[src/rtl/ins_cache_loader.sv]
// Instruction cache loader: keeps one ISA_DEPTH-entry window of the program image,
// refills it from DDR one word at a time and serves PC lookups with one-cycle latency.
module ins_cache_loader #(
    parameter int unsigned ADDR_WIDTH_MEM  = 16,
    parameter int unsigned ISA_DEPTH       = 64,
    parameter int unsigned TOTAL_ISA_DEPTH = 128,
    parameter int unsigned DDR_ADDR_WIDTH  = 28,
    parameter int unsigned ISA_WIDTH       = 64,
    parameter logic [63:0] ISA_BASE_ADDR   = 64'd0
) (
    input  logic                      clk,
    input  logic                      rst,
    input  logic [ADDR_WIDTH_MEM-1:0] addr_ins,
    output logic [ISA_WIDTH-1:0]      ins_out,
    output logic                      ins_out_valid,
    output logic                      ins_cache_rdy,
    output logic [3:0]                st_cur_ins_cache,
    output logic [9:0]                load_times,
    output logic                      prog_end,
    output logic                      ddr_rd_req,
    output logic [DDR_ADDR_WIDTH-1:0] ddr_rd_addr,
    input  logic                      ddr_rd_ack,
    input  logic [ISA_WIDTH-1:0]      ddr_rd_data,
    input  logic                      ddr_rd_data_valid
);

    localparam int unsigned IDX_W = $clog2(ISA_DEPTH);
    localparam int unsigned BLK_W = ADDR_WIDTH_MEM - IDX_W;
    localparam int unsigned LT_W  = 10;

    typedef enum logic [3:0] {
        START    = 4'd1,
        LOAD_INS = 4'd2,
        SENT_INS = 4'd3,
        PROG_END = 4'd4
    } state_t;

    state_t                    state, state_nxt;
    logic [BLK_W-1:0]          blk, blk_nxt;
    logic [IDX_W-1:0]          wcnt, wcnt_nxt;
    logic                      wait_data, wait_data_nxt;
    logic                      req_nxt;
    logic [DDR_ADDR_WIDTH-1:0] addr_nxt;
    logic                      rdy_nxt;
    logic                      valid_nxt;
    logic [LT_W-1:0]           load_times_nxt;
    logic                      prog_end_nxt;

    logic                      mem_we_c;
    logic                      mem_re_c;
    logic [ADDR_WIDTH_MEM-1:0] word_idx_c;
    logic [DDR_ADDR_WIDTH-1:0] fetch_addr_c;
    logic [BLK_W-1:0]          addr_blk_c;
    logic                      hit_c;
    logic                      past_end_c;

    logic [ISA_WIDTH-1:0] mem [ISA_DEPTH];

    assign st_cur_ins_cache = state;

    // Address decode for the fetch engine and the lookup path
    assign word_idx_c   = {blk, wcnt};
    assign fetch_addr_c = DDR_ADDR_WIDTH'(ISA_BASE_ADDR + 64'({word_idx_c, 3'b000}));
    assign addr_blk_c   = addr_ins[ADDR_WIDTH_MEM-1:IDX_W];
    assign hit_c        = 32'(addr_blk_c) == 32'(load_times - LT_W'(1));
    assign past_end_c   = 32'(addr_ins) >= TOTAL_ISA_DEPTH;

    always_ff @(posedge clk) begin
        if (rst) begin
            state         <= START;
            blk           <= '0;
            wcnt          <= '0;
            wait_data     <= 1'b0;
            ddr_rd_req    <= 1'b0;
            ddr_rd_addr   <= '0;
            ins_cache_rdy <= 1'b0;
            ins_out_valid <= 1'b0;
            load_times    <= '0;
            prog_end      <= 1'b0;
        end else begin
            state         <= state_nxt;
            blk           <= blk_nxt;
            wcnt          <= wcnt_nxt;
            wait_data     <= wait_data_nxt;
            ddr_rd_req    <= req_nxt;
            ddr_rd_addr   <= addr_nxt;
            ins_cache_rdy <= rdy_nxt;
            ins_out_valid <= valid_nxt;
            load_times    <= load_times_nxt;
            prog_end      <= prog_end_nxt;
        end
    end

    always_comb begin
        state_nxt      = state;
        blk_nxt        = blk;
        wcnt_nxt       = wcnt;
        wait_data_nxt  = wait_data;
        req_nxt        = ddr_rd_req;
        addr_nxt       = ddr_rd_addr;
        rdy_nxt        = ins_cache_rdy;
        valid_nxt      = ins_out_valid;
        load_times_nxt = load_times;
        prog_end_nxt   = prog_end;
        mem_we_c       = 1'b0;
        mem_re_c       = 1'b0;

        case (state)
            START: begin
                blk_nxt       = '0;
                wcnt_nxt      = '0;
                wait_data_nxt = 1'b0;
                req_nxt       = 1'b0;
                rdy_nxt       = 1'b0;
                valid_nxt     = 1'b0;
                state_nxt     = LOAD_INS;
            end

            // One outstanding request: issue, hold until ack, then wait for its data
            LOAD_INS: begin
                rdy_nxt   = 1'b0;
                valid_nxt = 1'b0;
                if (ddr_rd_req) begin
                    if (ddr_rd_ack) begin
                        req_nxt       = 1'b0;
                        wait_data_nxt = 1'b1;
                    end
                end else if (wait_data) begin
                    if (ddr_rd_data_valid) begin
                        mem_we_c      = 1'b1;
                        wait_data_nxt = 1'b0;
                        if (wcnt == IDX_W'(ISA_DEPTH - 1)) begin
                            wcnt_nxt       = '0;
                            load_times_nxt = LT_W'(32'(blk) + 32'd1);
                            rdy_nxt        = 1'b1;
                            state_nxt      = SENT_INS;
                        end else begin
                            wcnt_nxt = wcnt + IDX_W'(1);
                        end
                    end
                end else begin
                    req_nxt  = 1'b1;
                    addr_nxt = fetch_addr_c;
                end
            end

            // End of program outranks a miss, a miss outranks a hit
            SENT_INS: begin
                if (past_end_c) begin
                    prog_end_nxt = 1'b1;
                    rdy_nxt      = 1'b0;
                    valid_nxt    = 1'b0;
                    state_nxt    = PROG_END;
                end else if (!hit_c) begin
                    rdy_nxt   = 1'b0;
                    valid_nxt = 1'b0;
                    blk_nxt   = addr_blk_c;
                    wcnt_nxt  = '0;
                    state_nxt = LOAD_INS;
                end else begin
                    mem_re_c  = 1'b1;
                    valid_nxt = 1'b1;
                end
            end

            PROG_END: begin
                prog_end_nxt = 1'b1;
                rdy_nxt      = 1'b0;
                valid_nxt    = 1'b0;
                req_nxt      = 1'b0;
            end

            default: begin
                state_nxt = START;
            end
        endcase
    end

    always_ff @(posedge clk) begin
        if (mem_we_c && !rst) begin
            mem[wcnt] <= ddr_rd_data;
        end
    end

    always_ff @(posedge clk) begin
        if (rst) begin
            ins_out <= '0;
        end else if (mem_re_c) begin
            ins_out <= mem[addr_ins[IDX_W-1:0]];
        end
    end

endmodule

[config.mk]
export PLATFORM = sky130hd
export DESIGN_NAME = ins_cache_loader
export DESIGN_NICKNAME = d
export VERILOG_FILES = /design/src/rtl/ins_cache_loader.sv
export SDC_FILE = /design/constraint.sdc
export NUM_CORES = 2
export LEC_CHECK = 0
export CAP_MARGIN = 20
export CELL_PAD_IN_SITES_DETAIL_PLACEMENT = 1
export CELL_PAD_IN_SITES_GLOBAL_PLACEMENT = 1
export CORE_ASPECT_RATIO = 0.5
export CORE_MARGIN = 3
export CORE_UTILIZATION = 30
export DETAILED_ROUTE_END_ITERATION = 12
export GPL_TIMING_DRIVEN = 1
export PLACE_DENSITY_LB_ADDON = 0.1
export SLEW_MARGIN = 30
export SYNTH_ARGS = -nofsm -noshare
export SYNTH_HDL_FRONTEND = slang
export SYNTH_SLANG_ARGS = --single-unit
[constraint.sdc]
create_clock -name clk -period 8.5 [get_ports clk]
set_input_delay 1.7 -clock clk [delete_from_list [all_inputs] [get_ports clk]]
set_output_delay 1.7 -clock clk [all_outputs]
set_load 0.02 [all_outputs]
# Word-level counts from Yosys, hierarchy flattened

Memories as Yosys holds them, arrays and structs flattened. A register that Yosys moved wholly into a read port is not among the register bits.
Cells that the tools add are included.

Flip-flop bits (word level): 51
Bits in writable memories: 4,096
Input bits: 84
Output and inout bits: 110
Word-level logic and storage cells: 97
Memories kept: 1

Memory list:

| memory | depth | bits a word | read ports | clocked after memory_dff | wr ports | line | text |
|---|---|---|---|---|---|---|---|
| mem    | 64    | 64          | 1          | 1                        | 1        | 57   | `logic [ISA_WIDTH-1:0] mem [ISA_DEPTH];` |

$add $sub $neg: 3
Magnitude comparators: 1
Equality and inequality tests: 15
Multiplexer cells: 45
Bitwise operators: 3
Reduce and logical (&&, ||, !) cells: 19

Operators by type and width:

| kind                    | count |
|---|---|
| $mux W6                 | 6 |
| $eq A10 B32 Y1          | 1 |
| $mux W4                 | 6 |
| $mux W1                 | 23 |
| $mux W10                | 2 |
| $pmux W10 S2            | 1 |
| $pmux W6 S3             | 1 |
| $ge A16 B8 Y1 const B   | 1 |
| $pmux W4 S4             | 1 |
| $ne A2 B2 Y1 const B    | 7 |
| $reduce_and A6 Y1       | 2 |
| $sub A10 B1 Y11 const B | 1 |
| $add A10 B1 Y10 const B | 1 |
| $reduce_bool A2 Y1      | 5 |
| $eq A4 B2 Y1 const B    | 2 |
| $pmux W1 S2             | 4 |
| $add A6 B1 Y6 const B   | 1 |
| $eq A6 B6 Y1 const B    | 1 |
| $ne A3 B3 Y1 const B    | 2 |
| $reduce_and A2 Y1       | 3 |
| $reduce_and A3 Y1       | 2 |
| $reduce_bool A3 Y1      | 2 |
| $reduce_and A5 Y1       | 1 |
| $eq A4 B1 Y1 const B    | 1 |
| 7 further kinds         | 9 |

# Logic depth before layout (Yosys ltp)

Depth in word-level cells: 7
Gate-level depth with buffers: 12
Gate-level depth less buffers: 9

# Worst setup path after synthesis

Ideal clock, no wire load.

Kind: input to register
Start point: input port ddr_rd_data_valid
End point: memory mem[63][0] (enable)
Setup time: 0.487 ns
Arrival: 5.304 ns
Data required time: 8.013 ns
Slack: 2.709 ns
Stages on the path: 5
Path buffers: 0
Path through: and3_1 > nand2_1 > nor3b_1 > nand3_1 > nor2_1

Word-level cells in the longest chain between the ends: 7

RTL lines:

| element                       | line | text |
|---|---|---|
| start: declaration            | 24   | `input logic ddr_rd_data_valid` |
| $mux W1                       | 129  | `if (ddr_rd_data_valid) begin` |
| $mux W1                       | 128  | `end else if (wait_data) begin` |
| $mux W1                       | 123  | `if (ddr_rd_req) begin` |
| $mux W1                       | 108  | `case (state)` |
| $logic_and A1 B1 Y1           | 180  | `if (mem_we_c && !rst) begin` |
| $mux W1                       | 180  |  |
| $mux W1 (not written as such) | 181  | `mem[wcnt] <= ddr_rd_data;` |
| end: declaration              | 57   |  |

Every way passes these cells.

# Worst setup path after layout

Start point: input port ddr_rd_data_valid
End point: memory mem[4][27] (enable)

The elaborated chain is that of the path after synthesis.

==> flow_summary.json <==
{
  "outcome": "finished, final reports clean",
  "insertion_delay_ps": 1020,
  "cts_resized": 0,
  "die_w_um": 1040,
  "port_buffers": 180,
  "cts_setup_buffers": 0,
  "cts_buffers": 410,
  "ys_warn_count": 0,
  "min_period_ps": 5220,
  "reg2reg_from": "st_cur_ins_cache[2]$_SDFFE_PP0P_",
  "overflow": 0,
  "cp_max_fo": 22,
  "cts.sinks": 4210,
  "netlist_area_sq_um": 161000,
  "startpoint_type": "input pin",
  "h-tree-depth": 5,
  "cap_violations": 0,
  "clock.fmax_mhz": 191,
  "area_growth_pct": 16.1,
  "reg2reg_to": "mem[4][27]$_DFFE_PP_",
  "fp-row-count": 189,
  "setup_viol": 0,
  "worstMarginPinSlew_ps": 1110,
  "track_usage_pct": 20.1,
  "grt_pass1_wl_um": 758000,
  "met2_usage_pct": 30.3,
  "avgViaCountPerCell": 5.26,
  "grt_setup_unrepaired": "false",
  "root_buffer": "clkbuf_16",
  "ant_nets": 0,
  "post-dp-hpwl_um": 315000,
  "wirelength_um": 561000,
  "rrSetupSlack_ps": 3840,
  "vias": 82600,
  "dieArea_sq_um": 546000,
  "worstHoldEndpoint": "ddr_rd_addr[12]$_SDFFE_PP0P_",
  "final_nets": 8266,
  "crit_required_ps": 9120,
  "ys_seq_area_share_pct": 77.8,
  "drtPass1Iterations": 7,
  "holdBufCountCts": 0,
  "start_util_pct": 30.2,
  "worstHoldStart": "ddr_rd_addr[12]$_SDFFE_PP0P_",
  "place_congestion": 0.720,
  "leakagePower_nw": 58.2,
  "drt_iter0_markers": 9415,
  "whs_ps": 455,
  "setup_tns_ps": 0,
  "drive_above_1_share_pct": 21.1,
  "crit_type": "input pin to flip-flop",
  "fin_skew_ps": 39.7,
  "ir_worst_vdd_v": 0.000146,
  "worstSetupEndpointType": "flip-flop",
  "wl_per_cell_um": 35.7,
  "fillers": 51800,
  "place_inst": 14900,
  "grt_busiest_layer": "met1",
  "cts.clk_slew.worst_paths_ps": 60,
  "core_sq_um": 533000,
  "power_mw": 43.5,
  "die_y_um": 524,
  "io_pins": 194,
  "grt_max_degree": 98,
  "cts_buffer_depth": 4,
  "async_flop_share_pct": 0,
  "grt_pass1_vias": 84900,
  "slew_viol_final": 0,
  "stdcell_count": 15700,
  "r2r_cells": 7,
  "drc": 0,
  "worst_ep_arrival_time_ps": 5850,
  "hold_class": "flip-flop to flip-flop",
  "whs_path_depth": 2,
  "powerDensity_nw_per_um2": 232,
  "synth_ff_type": "edfxtp_1",
  "antenna_found_initial": 57,
  "maxSlewHeadroom_pct": 26.0,
  "hold_viol": 0,
  "synth_cell_type_count": 56,
  "grt.met3_usage_pct": 3.74,
  "syn_area_per_cell_sq_um": 20.7,
  "gr-usage-met1_pct": 30.5,
  "cts_tree": "done",
  "fin_crit_sh_pct": 61.5,
  "synth_seq_cells": 4210,
  "synth_edf_count": 4096,
  "netlist_instances": 7771
}
==> cells in the final DEF (no fill, tap or decap), drive strengths merged, types with 6 or more instances in the layout <==
| master | instances |
|---|---|
| xnor2 | 11 |
| nand4 | 44 |
| and2 | 15 |
| nor2 | 157 |
| a32oi | 42 |
| a21oi | 144 |
| o22ai | 128 |
| a22oi | 24 |
| mux2i | 666 |
| conb | 13 |
| nand3 | 94 |
| nor3 | 34 |
| diode | 13 |
| mux4 | 768 |
| o21ai | 9 |
| a2111oi | 24 |
| o221ai | 256 |
| clkinv | 165 |
| a211oi | 66 |
| bufinv | 42 |
| o2111ai | 23 |
| buf | 346 |
| xor2 | 10 |
| edfxtp | 4096 |
| clkbuf | 528 |
| clkdlybuf4s50 | 109 |
| nand2b | 6 |
| nand2 | 451 |
| nor2b | 8 |
| nor3b | 43 |
| and3 | 26 |
| dfxtp | 114 |
| clkinvlp | 11 |
| inv | 19 |
==> worst max-delay path by stage <==
stage / start / end / slack, ps / cells past startpoint
after global placement: ddr_rd_data_valid / mem[6][29]$_DFFE_PP_ / 2310 / 7
final: ddr_rd_data_valid / mem[4][27]$_DFFE_PP_ / 3280 / 7
after global routing: ddr_rd_data_valid / mem[4][27]$_DFFE_PP_ / 3270 / 7
after CTS: ddr_rd_data_valid / mem[4][27]$_DFFE_PP_ / 3480 / 7
after detailed placement: ddr_rd_data_valid / mem[4][29]$_DFFE_PP_ / 2380 / 7
after floorplan: ddr_rd_data_valid / mem[63][0]$_DFFE_PP_ / 2710 / 5
==> cell usage after synthesis (11+ instances only) <==
cell type  number  area (sq um)
a2111oi_2      16           240
a211oi_1       66           495
a21oi_1       144           721
a22oi_1        24           180
a32oi_1        42           368
and2_1         15          93.8
and3_1         26           163
buf_1          76           285
buf_2         154           771
buf_4          23           173
clkbuf_1      216           811
dfxtp_1       114          2280
edfxtp_1     4096        123000
mux2i_1       666          6670
mux4_2        768         17300
nand2_1       451          1690
nand3_1        94           470
nand4_1        44           275
nor2_1        157           589
nor3_1         33           165
nor3b_1        43           323
o2111ai_1      23           201
o221ai_1      256          2240
o22ai_1       128           801
xnor2_1        11          96.3
==> stage by stage <==
| step | util [%] | setup slack (ps) | cell area, sq um |
|---|---|---|---|
| after floorplan | - | 2710 | 161000 |
| after global placement | 32.6 | 2310 | 173000 |
| after detailed placement | 32.6 | 2380 | 174000 |
| after CTS | 35.1 | 3480 | 187000 |
| after global routing | 35.1 | 3270 | 187000 |
| final | 35.1 | 3280 | 187000 |
==> sequential cells by signal, indices dropped and copies added, names as in the netlist <==
register / flops
blk: 10
ddr_rd_addr: 16
ddr_rd_req: 1
ins_cache_rdy: 1
ins_out: 64
ins_out_valid: 1
load_times: 10
mem: 4096
prog_end: 1
st_cur_ins_cache: 3
wait_data: 1
wcnt: 6
==> cell families (layout without fill, tap and decap cells) <==
group           Yosys count  count (layout)  share of synthesized area, %
compound gates          731             731                          3.40
xor+xnor                 21              21                         0.114
fa+ha+maj                 3               3                        0.0233
buf+inv                 477            1220                          1.29
flops                  4210            4210                          77.8
mux                    1434            1434                          14.9
other cells               1              26                       0.00233
simple gates            894             894                          2.49
==> power breakdown <==
| part | switching, mW | internal [mW] |
|---|---|---|
| clock | 8.23 | 10.4 |
| sequential | 0.0167 | 22.7 |
| combinational | 1.37 | 0.654 |
==> metal layers <==
| layer | vias to the layer above | wire (um) |
|---|---|---|
| met5 | - | 141 |
| met4 | 24 | 11300 |
| met2 | 2431 | 245000 |
| met3 | 631 | 34400 |
| li1 | 33400 | - |
| met1 | 46100 | 270000 |
==> area by class of cell <==
cell class	instances	area (sq um)	share of cell area, %
Sequential cell	4210	125000	67.0
Clock buffer	528	11000	5.90
Multi-Input combinational cell	3096	34300	18.3
Timing Repair Buffer	455	5070	2.71
Tap cell	7162	8960	4.79
Inverter	6	30.0	0.0161
Clock inverter	231	2310	1.23
Antenna cell	13	32.5	0.0174
==> critical path, cell delays in order <==
cell	delay, ps
clkdlybuf4s50_1	510
and3_1	260
nand2_1	260
nor3_1	600
nand2_1	790
nor2_4	970
buf_4	670
(Power assumes the default switching activity.)
